[src/rtl/inst_pkg.sv]
`default_nettype none
// ---------------------------------------------------------------------------
// inst_pkg : shared opcode constants, instruction field layout and helpers.
// Rev 1.0
// ---------------------------------------------------------------------------
package inst_pkg;

  localparam logic [3:0] OP_LOAD = 4'h8;
  localparam logic [3:0] OP_ST   = 4'hB;
  localparam logic [3:0] OP_JMP  = 4'hC;
  localparam logic [3:0] OP_JMPC = 4'hD;

  localparam int OPC_LSB  = 12;
  localparam int RD_LSB   = 9;
  localparam int FLAG_BIT = 8;
  localparam int RA_LSB   = 5;
  localparam int RB_LSB   = 2;
  localparam int IMM_W    = 8;

  typedef struct packed {
    logic [4:0]  aluop;
    logic [2:0]  sel_d;
    logic [2:0]  sel_a;
    logic [2:0]  sel_b;
    logic [15:0] imm;
    logic        regwe;
  } fields_t;

  function automatic logic is_imm_form(input logic [3:0] op);
    return (op == OP_LOAD) || (op == OP_JMP);
  endfunction

  function automatic logic exp_regwe(input logic [3:0] op);
    return !((op == OP_ST) || (op == OP_JMP) || (op == OP_JMPC));
  endfunction

endpackage
`default_nettype wire

[src/rtl/inst_enc_pack.sv]
`default_nettype none
// ---------------------------------------------------------------------------
// inst_enc_pack : combinational field packer, fields -> {word, consistency err}.
// Rev 1.0
// ---------------------------------------------------------------------------
module inst_enc_pack
  import inst_pkg::*;
(
  input  fields_t     f_i,
  output logic [15:0] inst_o,
  output logic        err_o
);

  logic [3:0] w_op;
  logic       w_imm_form;
  logic       w_imm_bad;

  always_comb begin
    w_op       = f_i.aluop[4:1];
    w_imm_form = is_imm_form(w_op);
    // Immediate form carries the byte twice; the halves must agree.
    w_imm_bad  = w_imm_form && (f_i.imm[2*IMM_W-1:IMM_W] != f_i.imm[IMM_W-1:0]);

    inst_o                   = '0;
    inst_o[OPC_LSB +: 4]     = w_op;
    inst_o[RD_LSB +: 3]      = f_i.sel_d;
    inst_o[FLAG_BIT]         = f_i.aluop[0];
    if (w_imm_form) begin
      inst_o[IMM_W-1:0]      = f_i.imm[IMM_W-1:0];
    end else begin
      inst_o[RA_LSB +: 3]    = f_i.sel_a;
      inst_o[RB_LSB +: 3]    = f_i.sel_b;
    end

    err_o = w_imm_bad || (f_i.regwe != exp_regwe(w_op));
  end

endmodule
`default_nettype wire

[src/rtl/inst_enc.sv]
`default_nettype none
// ---------------------------------------------------------------------------
// inst_enc : 2-stage valid/ready instruction encoder with program-memory
//            address counter.
// Rev 1.0
// ---------------------------------------------------------------------------
module inst_enc
  import inst_pkg::*;
#(
  parameter int            AW        = 8,
  parameter logic [AW-1:0] BASE_ADDR = '0
) (
  input  logic          I_Clk,
  input  logic          I_Rst,
  input  logic          I_En,
  input  logic          I_Clr,
  input  logic          I_Valid,
  output logic          O_Ready,
  input  logic [4:0]    I_Aluop,
  input  logic [2:0]    I_SelD,
  input  logic [2:0]    I_SelA,
  input  logic [2:0]    I_SelB,
  input  logic [15:0]   I_Imm,
  input  logic          I_Regwe,
  output logic          O_Valid,
  input  logic          I_Ready,
  output logic [15:0]   O_Inst,
  output logic [AW-1:0] O_Addr,
  output logic          O_Err,
  output logic          O_Wrap
);

  fields_t       s1_q, s1_d;
  logic          s1_valid_q, s1_valid_d;
  logic          s2_valid_q, s2_valid_d;
  logic [15:0]   s2_inst_q, s2_inst_d;
  logic          s2_err_q, s2_err_d;
  logic [AW-1:0] addr_q, addr_d;
  logic          wrap_q, wrap_d;

  fields_t       w_fields;
  logic [15:0]   w_pack_inst;
  logic          w_pack_err;
  logic          w_out_xfer, w_in_xfer, w_s2_load, w_s1_move;

  assign w_fields = '{aluop: I_Aluop, sel_d: I_SelD, sel_a: I_SelA,
                      sel_b: I_SelB, imm: I_Imm, regwe: I_Regwe};

  inst_enc_pack u_pack (
    .f_i    (s1_q),
    .inst_o (w_pack_inst),
    .err_o  (w_pack_err)
  );

  // Each stage may load in the same cycle the stage ahead of it drains.
  assign w_out_xfer = I_En & s2_valid_q & I_Ready;
  assign w_s2_load  = I_En & (~s2_valid_q | w_out_xfer);
  assign w_s1_move  = s1_valid_q & w_s2_load;
  assign O_Ready    = ~I_Rst & I_En & (~s1_valid_q | w_s2_load);
  assign w_in_xfer  = I_Valid & O_Ready;

  always_comb begin
    s1_d       = s1_q;
    s1_valid_d = s1_valid_q;
    s2_valid_d = s2_valid_q;
    s2_inst_d  = s2_inst_q;
    s2_err_d   = s2_err_q;
    addr_d     = addr_q;
    wrap_d     = 1'b0;

    if (w_s2_load) begin
      s2_valid_d = s1_valid_q;
      if (s1_valid_q) begin
        s2_inst_d = w_pack_inst;
        s2_err_d  = w_pack_err;
      end
    end

    if (w_in_xfer) begin
      s1_valid_d = 1'b1;
      s1_d       = w_fields;
    end else if (w_s1_move) begin
      s1_valid_d = 1'b0;
    end

    // A clear wins over the increment; the transferred word is still consumed.
    if (I_En & I_Clr) begin
      addr_d = BASE_ADDR;
    end else if (w_out_xfer) begin
      addr_d = addr_q + 1'b1;
      wrap_d = (addr_q == '1);
    end
  end

  always_ff @(posedge I_Clk) begin
    if (I_Rst) begin
      s1_q       <= '0;
      s1_valid_q <= 1'b0;
      s2_valid_q <= 1'b0;
      s2_inst_q  <= '0;
      s2_err_q   <= 1'b0;
      addr_q     <= BASE_ADDR;
      wrap_q     <= 1'b0;
    end else begin
      s1_q       <= s1_d;
      s1_valid_q <= s1_valid_d;
      s2_valid_q <= s2_valid_d;
      s2_inst_q  <= s2_inst_d;
      s2_err_q   <= s2_err_d;
      addr_q     <= addr_d;
      wrap_q     <= wrap_d;
    end
  end

  assign O_Valid = s2_valid_q;
  assign O_Inst  = s2_inst_q;
  assign O_Err   = s2_err_q;
  assign O_Addr  = addr_q;
  assign O_Wrap  = wrap_q & I_En;

endmodule
`default_nettype wire

[config.mk]
export PLATFORM = sky130hd
export DESIGN_NAME = inst_enc
export DESIGN_NICKNAME = d
export VERILOG_FILES = /design/src/rtl/inst_pkg.sv /design/src/rtl/inst_enc_pack.sv /design/src/rtl/inst_enc.sv
export SDC_FILE = /design/constraint.sdc
export NUM_CORES = 1
export LEC_CHECK = 0
export BUFFER_PORTS_ARGS = -buffer_cell sky130_fd_sc_hd__buf_2
export CAP_MARGIN = 30
export CORE_MARGIN = 2
export CORE_UTILIZATION = 25
export DETAILED_ROUTE_END_ITERATION = 16
export GPL_TIMING_DRIVEN = 0
export PLACE_DENSITY = 0.51
export SLEW_MARGIN = 20
export SYNTH_ARGS = -nofsm -noshare
export SYNTH_HDL_FRONTEND = slang
export SYNTH_SLANG_ARGS = --single-unit
[constraint.sdc]
create_clock -name I_Clk -period 1.1 [get_ports I_Clk]
set_input_delay 0.11 -clock I_Clk [delete_from_list [all_inputs] [get_ports I_Clk]]
set_output_delay 0.11 -clock I_Clk [all_outputs]
set_load 0.05 [all_outputs]
# [After elaboration in Yosys (flattened, before gate mapping)]
# Index checks and enable logic that the tools add are counted.
[op_classes] add_sub_neg=1 n_mul=0 div=0 magnitude_cmp=0 n_eq_ne=7 shift=0 muxes=4 bitwise=15 reduce_logical=10
[op_table] op="equality test 4 bit, second input constant" n=4
[op_table] op="bitwise AND 1 bit" n=9
[op_table] op="adder 8 x 1 -> 8 bit, second input constant" n=1
[op_table] op="equality test 8 bit, second input constant" n=1
[op_table] op="!= test 8 bit" n=1
[op_table] op="two-way mux 6 bit" n=1
[op_table] op="logical OR 1 bit" n=4
[op_table] op="inverter 1 bit" n=4
[op_table] op="OR reduction 3 bit" n=1
[op_table] op="two-way mux 1 bit" n=2
[op_table] op="two-way mux 2 bit" n=1
[op_table] op="bitwise OR 1 bit" n=2
[op_table] op="AND reduction 2 bit" n=1
[op_table] op="nonzero test 2 bit" n=1
[op_table] op="OR reduction 2 bit" n=1
[op_table] op="logical AND 1 bit" n=1
[op_table] op="logical NOT 1 bit" n=1
[op_table] op="!= test 1 bit" n=1
[word_totals] ff_bits=59 latch_bits=0 ram_bits=0 rom_bits=0 in_bits=37 output_inout_bits=28 elab_cells=49 mem_count=0

# [Longest topological paths before layout]
[depth] depth_word=8 mapped_depth=6 ltp_nobuf=5

# [Cells and area by module]
# From an unflattened synthesis, not the netlist that was laid out.
[hier_totals] cells_unflattened=273 area_unflattened_um2=2760.1
[by_module_without_submodules] module="inst_enc" instances=1 cells_each=240 area_per_inst_um2=2478.6 seq_area_each_um2=1181.1
[by_module_without_submodules] module="inst_enc_pack" instances=1 cells_each=33 area_per_inst_um2=281.5 seq_area_each_um2=0.0

# [Least setup slack after synthesis]
# No wires, ideal clock.
[synth_timing] kind="register to register" start="register addr_q[0] (netlist: O_Addr[0])" end="register addr_q[6] (netlist: O_Addr[6])" setup_time_ns=0.123 arrival_ns=1.468 required_ns=0.977 path_slack_ns=-0.491 path_stages_with_launch=6 n_path_buf=0 synth_period_minus_slack_ns=1.591 path_cell_list="dfxtp_1 > ha_1 > nand4_1 > nor3_1 > xnor2_1 > nor2_1"
[synth_via] elab_chain_cells=1
[synth_lines] element="start: declaration" line_no="inst_enc.sv:38" rtl="logic [AW-1:0] addr_q, addr_d;"
[synth_lines] element="start signal: assignment" line_no="inst_enc.sv:110" rtl="addr_q <= addr_d;"
[synth_lines] element="adder 8 x 1 -> 8 bit" line_no="inst_enc.sv:90" rtl="addr_d = addr_q + 1'b1;"
# No other way between the ends.
# A chain may end at the register's enable or synchronous reset.

# [Worst setup path in the final report]
[layout_timing] start="register s2_valid_q (netlist: O_Valid)" end="output O_Ready"
[layout_via] elab_chain_cells=6 word_cells_on_any_way=7 cone_classes="bitwise: 7"
[layout_lines] element="start: declaration" line_no="inst_enc.sv:35" rtl="logic s2_valid_q, s2_valid_d;"
[layout_lines] element="start signal: assignment" line_no="inst_enc.sv:107" rtl="s2_valid_q <= s2_valid_d;"
[layout_lines] element="bitwise AND 1 bit (2 in series)" line_no="inst_enc.sv:56" rtl="assign w_out_xfer = I_En & s2_valid_q & I_Ready;"
[layout_lines] element="bitwise OR 1 bit *" line_no="inst_enc.sv:57" rtl="assign w_s2_load = I_En & (~s2_valid_q | w_out_xfer);"
[layout_lines] element="bitwise AND 1 bit *" line_no="inst_enc.sv:57"
[layout_lines] element="bitwise OR 1 bit *" line_no="inst_enc.sv:59" rtl="assign O_Ready = ~I_Rst & I_En & (~s1_valid_q | w_s2_load);"
[layout_lines] element="bitwise AND 1 bit *" line_no="inst_enc.sv:59"
[layout_lines] element="end: declaration" line_no="inst_enc.sv:18" rtl="output logic O_Ready,"
# Every way passes the cells marked *; elsewhere a longest branch is shown, timed or not.

==> impl_metrics.tcl <==
set metrics [dict create \
    tightestPinTransition_ns 0.693 \
    wl_um 7220 \
    pin_count 65 \
    rr_worst_depth 6 \
    vias 2307 \
    via_per_inst 4.36 \
    crit_path_end_kind "output port" \
    final_cell_area_um2 4060 \
    swShare_pct 25.0 \
    antenna_found_initial 0 \
    drt-initial-drc-count 76 \
    slew-limit-headroom_pct 53.8 \
    r2r_slack_ns -0.18 \
    seq_area_um2 1220 \
    finalCritPeriodShare_pct 118 \
    clock-sinks 59 \
    fin_skew_ns 0.0110 \
    crit_slowest_cell "dfxtp_4" \
    yosysWarnings 0 \
    core_area_um2 9730 \
    die_area_um2 10800 \
    layout.cells.non_filler 529 \
    cap_violations 0 \
    crit_cells 3 \
    die_h_um 104 \
    violations "hold timing, setup timing" \
    ir_drop_uv 499 \
    worst_ep_required_time_ns 0.99 \
    cp_max_fo 4 \
    synth_area_leader_cell "dfxtp_1" \
    insertion_delay_ns 0.34 \
    grt_max_degree 11 \
    critPathBufInv 1 \
    async_reset_ff_share_pct 0 \
    numCtsBuffers 9 \
    holdCritPathClass "in -> reg" \
    crit_path_end "O_Ready" \
    cts.clk_slew.worst_paths_ns 0.07 \
    max_stage_delay_ns 0.36 \
    crit_family "flip-flops" \
    worstSetupPathType "reg -> out" \
    cp.arrival_ns 1.18 \
    start_kind "register" \
    synth_edf_count 0 \
    placed_area_um2 3030 \
    start_util_pct 25.6 \
    synth_nets 319 \
    hold-path-cell-count 3 \
    maxSlewViolCount 0 \
    grt.total_usage_pct 13.3 \
    multi_input_area_um2 1330 \
    synthDominantCellAreaShare_pct 47.4 \
    seq_area_frac_synth_pct 47.4 \
    setup_violations 58 \
    first_global_vias 2292 \
    dpl.cell_count 478 \
    clockBufferDepth 2 \
    power_switching_mw 1.31 \
    r2r-start "O_Valid" \
    io_buffer_count 64 \
    pwr-share-comb_pct 13.1 \
    nNetsFinal 429 \
    ys_ff_latch 59 \
    drcViolationCount 0 \
    synth_most_common_cell "dfxtp_1" \
    layout-drive-gt1-share_pct 50.3 \
    syn_inst 281 \
    cts_tree "yes" \
    powerDensity_nw_per_um2 1290 \
    antenna_cells 0 \
    area_growth_pct 63.0 \
    synthesis.area_um2 2490 \
    p_leak_nw 1.68 \
    ant_nets 0 \
    p_int_mw 3.94 \
    placementRows 36 \
    htreeDepth 3 \
    n_fill_cell 1000 \
    max_freq_mhz 773 \
    cts-root-buf "clkbuf_8" \
    cp-startpoint "O_Valid" \
    power_frac_seq_pct 43.5 \
    hold_viol 1 \
    crit_chain "nand2b_4, o211a_1, buf_6" \
    fp.dieW_um 104 \
    dp.final_hpwl_um 4650 \
    wl_per_cell_um 13.7 \
    globalRouteOverflowTotal 0 \
    synth_cell_type_count 37 \
    postLayoutCoreUtil_pct 41.7 \
    r2r-end "s1_q[17]" \
    synth_area_leaders "dfxtp_1 (47%), nand3_1 (6.6%), o21ai_0 (4.8%)" \
    synth_ff_type "dfxtp_1" \
    setup_ws_ns -0.193 \
    rsz0062_at_grt "true" \
    first_pass_iters 4 \
    clock_power_share_pct 43.3 \
    grt_pass1_wl_um 11200 \
    fin_crit_ns 1.29 \
    holdWs_ns -0.000512 \
    ys_top_cells_by_count "dfxtp_1 (59), nand3_1 (33), inv_1 (32)" \
    place_ws_ns -0.378 \
    postSynthAreaPerCell_um2 8.87 \
    status "finished with violations" \
    finalWeightedCongestion 0.727 \
]
## power by group through the flow
stage	clock network [mW]	registers [mW]	logic, mW
global placement	0	2.32	0.463
detailed placement	0	2.32	0.468
finish	2.28	2.28	0.689
CTS	2.32	2.27	0.621
global route	2.43	2.29	0.748
floorplan	0	2.36	0.263
## metrics by stage
step | hold slack [ns] | total power, mW | setup TNS [ns]
5_1_grt | 0.000994 | 5.47 | -9.91
6_report | -0.000512 | 5.25 | -6.84
3_3_place_gp | 0.351 | 2.78 | -7.48
2_1_floorplan | 0.245 | 2.62 | -5.07
3_5_place_dp | 0.359 | 2.79 | -7.96
4_1_cts | 0.000828 | 5.21 | -5.59
## cell usage in the layout (no fill, tap or decap), types with 5 or more instances in the layout
cell type	instances
dfxtp_4	8
dlygate4sd3_1	12
nand2_1	22
dfxtp_2	7
clkbuf_8	11
inv_1	32
a21oi_1	7
buf_2	48
buf_4	13
nand4_1	5
dfxtp_1	44
xor2_1	5
buf_6	16
clkbuf_4	10
nor2_1	13
buf_8	6
o21ai_1	28
a211oi_2	6
xnor2_1	10
nand3_2	31
## sequential cells by signal, indices dropped and copies added, names as in the netlist
register / count
O_Addr: 8
s1_q: 31
O_Valid: 1
s1_valid_q: 1
O_Err: 1
O_Inst: 16
wrap_q: 1
## routing by layer
layer  up-vias  global-route usage (%)  share of wire, %
met5         -                       0                 0
met4         0                    4.63               1.5
met3        10                    4.66               4.3
met2        49                    22.1                48
met1      1083                    15.8                46
li1       1165                       -                 -
## area by class of cell
cell class	instances	share of cell area [%]
buffer	16	4.16
clock buffer	12	3.82
clock inverter	4	1.79
inverter	33	3.05
multi-input combinational	172	32.7
sequential	59	30.0
tap	133	4.10
timing repair buffer	100	20.4
## logic make-up (layout without fill, tap and decap cells)
| logic type | Yosys count | after routing | synth area share (%) |
|---|---|---|---|
| multiplexers | 7 | 7 | 2.81 |
| XOR/XNOR | 16 | 16 | 5.62 |
| AO/OA/AOI/OAI | 54 | 54 | 14.4 |
| AND/OR/NAND/NOR | 94 | 94 | 19.1 |
| adder cells (fa/ha/maj) | 1 | 1 | 0.502 |
| flip-flops | 59 | 59 | 47.4 |
| buffers and inverters | 50 | 165 | 10.2 |
## worst min-delay path, stage by stage
cell     delay (ns)
buf_2          0.10
inv_1          0.04
o21ai_1        0.05
## worst min-delay path by stage
stage	startpoint	to	slack, ns
5_1_grt	I_Imm[10]	s1_q[11]	0.001
3_3_place_gp	I_Imm[5]	s1_q[6]	0.35
6_report	I_SelB[2]	s1_q[19]	-0.0005
4_1_cts	I_Imm[9]	s1_q[10]	0.0008
2_1_floorplan	I_Aluop[1]	s1_q[27]	0.24
3_5_place_dp	I_Imm[5]	s1_q[6]	0.36
## timing repair
action | in CTS | in global routing
hold endpoints to repair | 11 | 1
endpoints found under the setup margin | 55 | 73
gates resized for setup | 67 | 74
buffers inserted | 12 | 6
gates cloned | 4 | 4
hold buffers | 11 | 1
pin swaps | 10 | 18
Note: power is estimated with default switching activity, not from simulation.
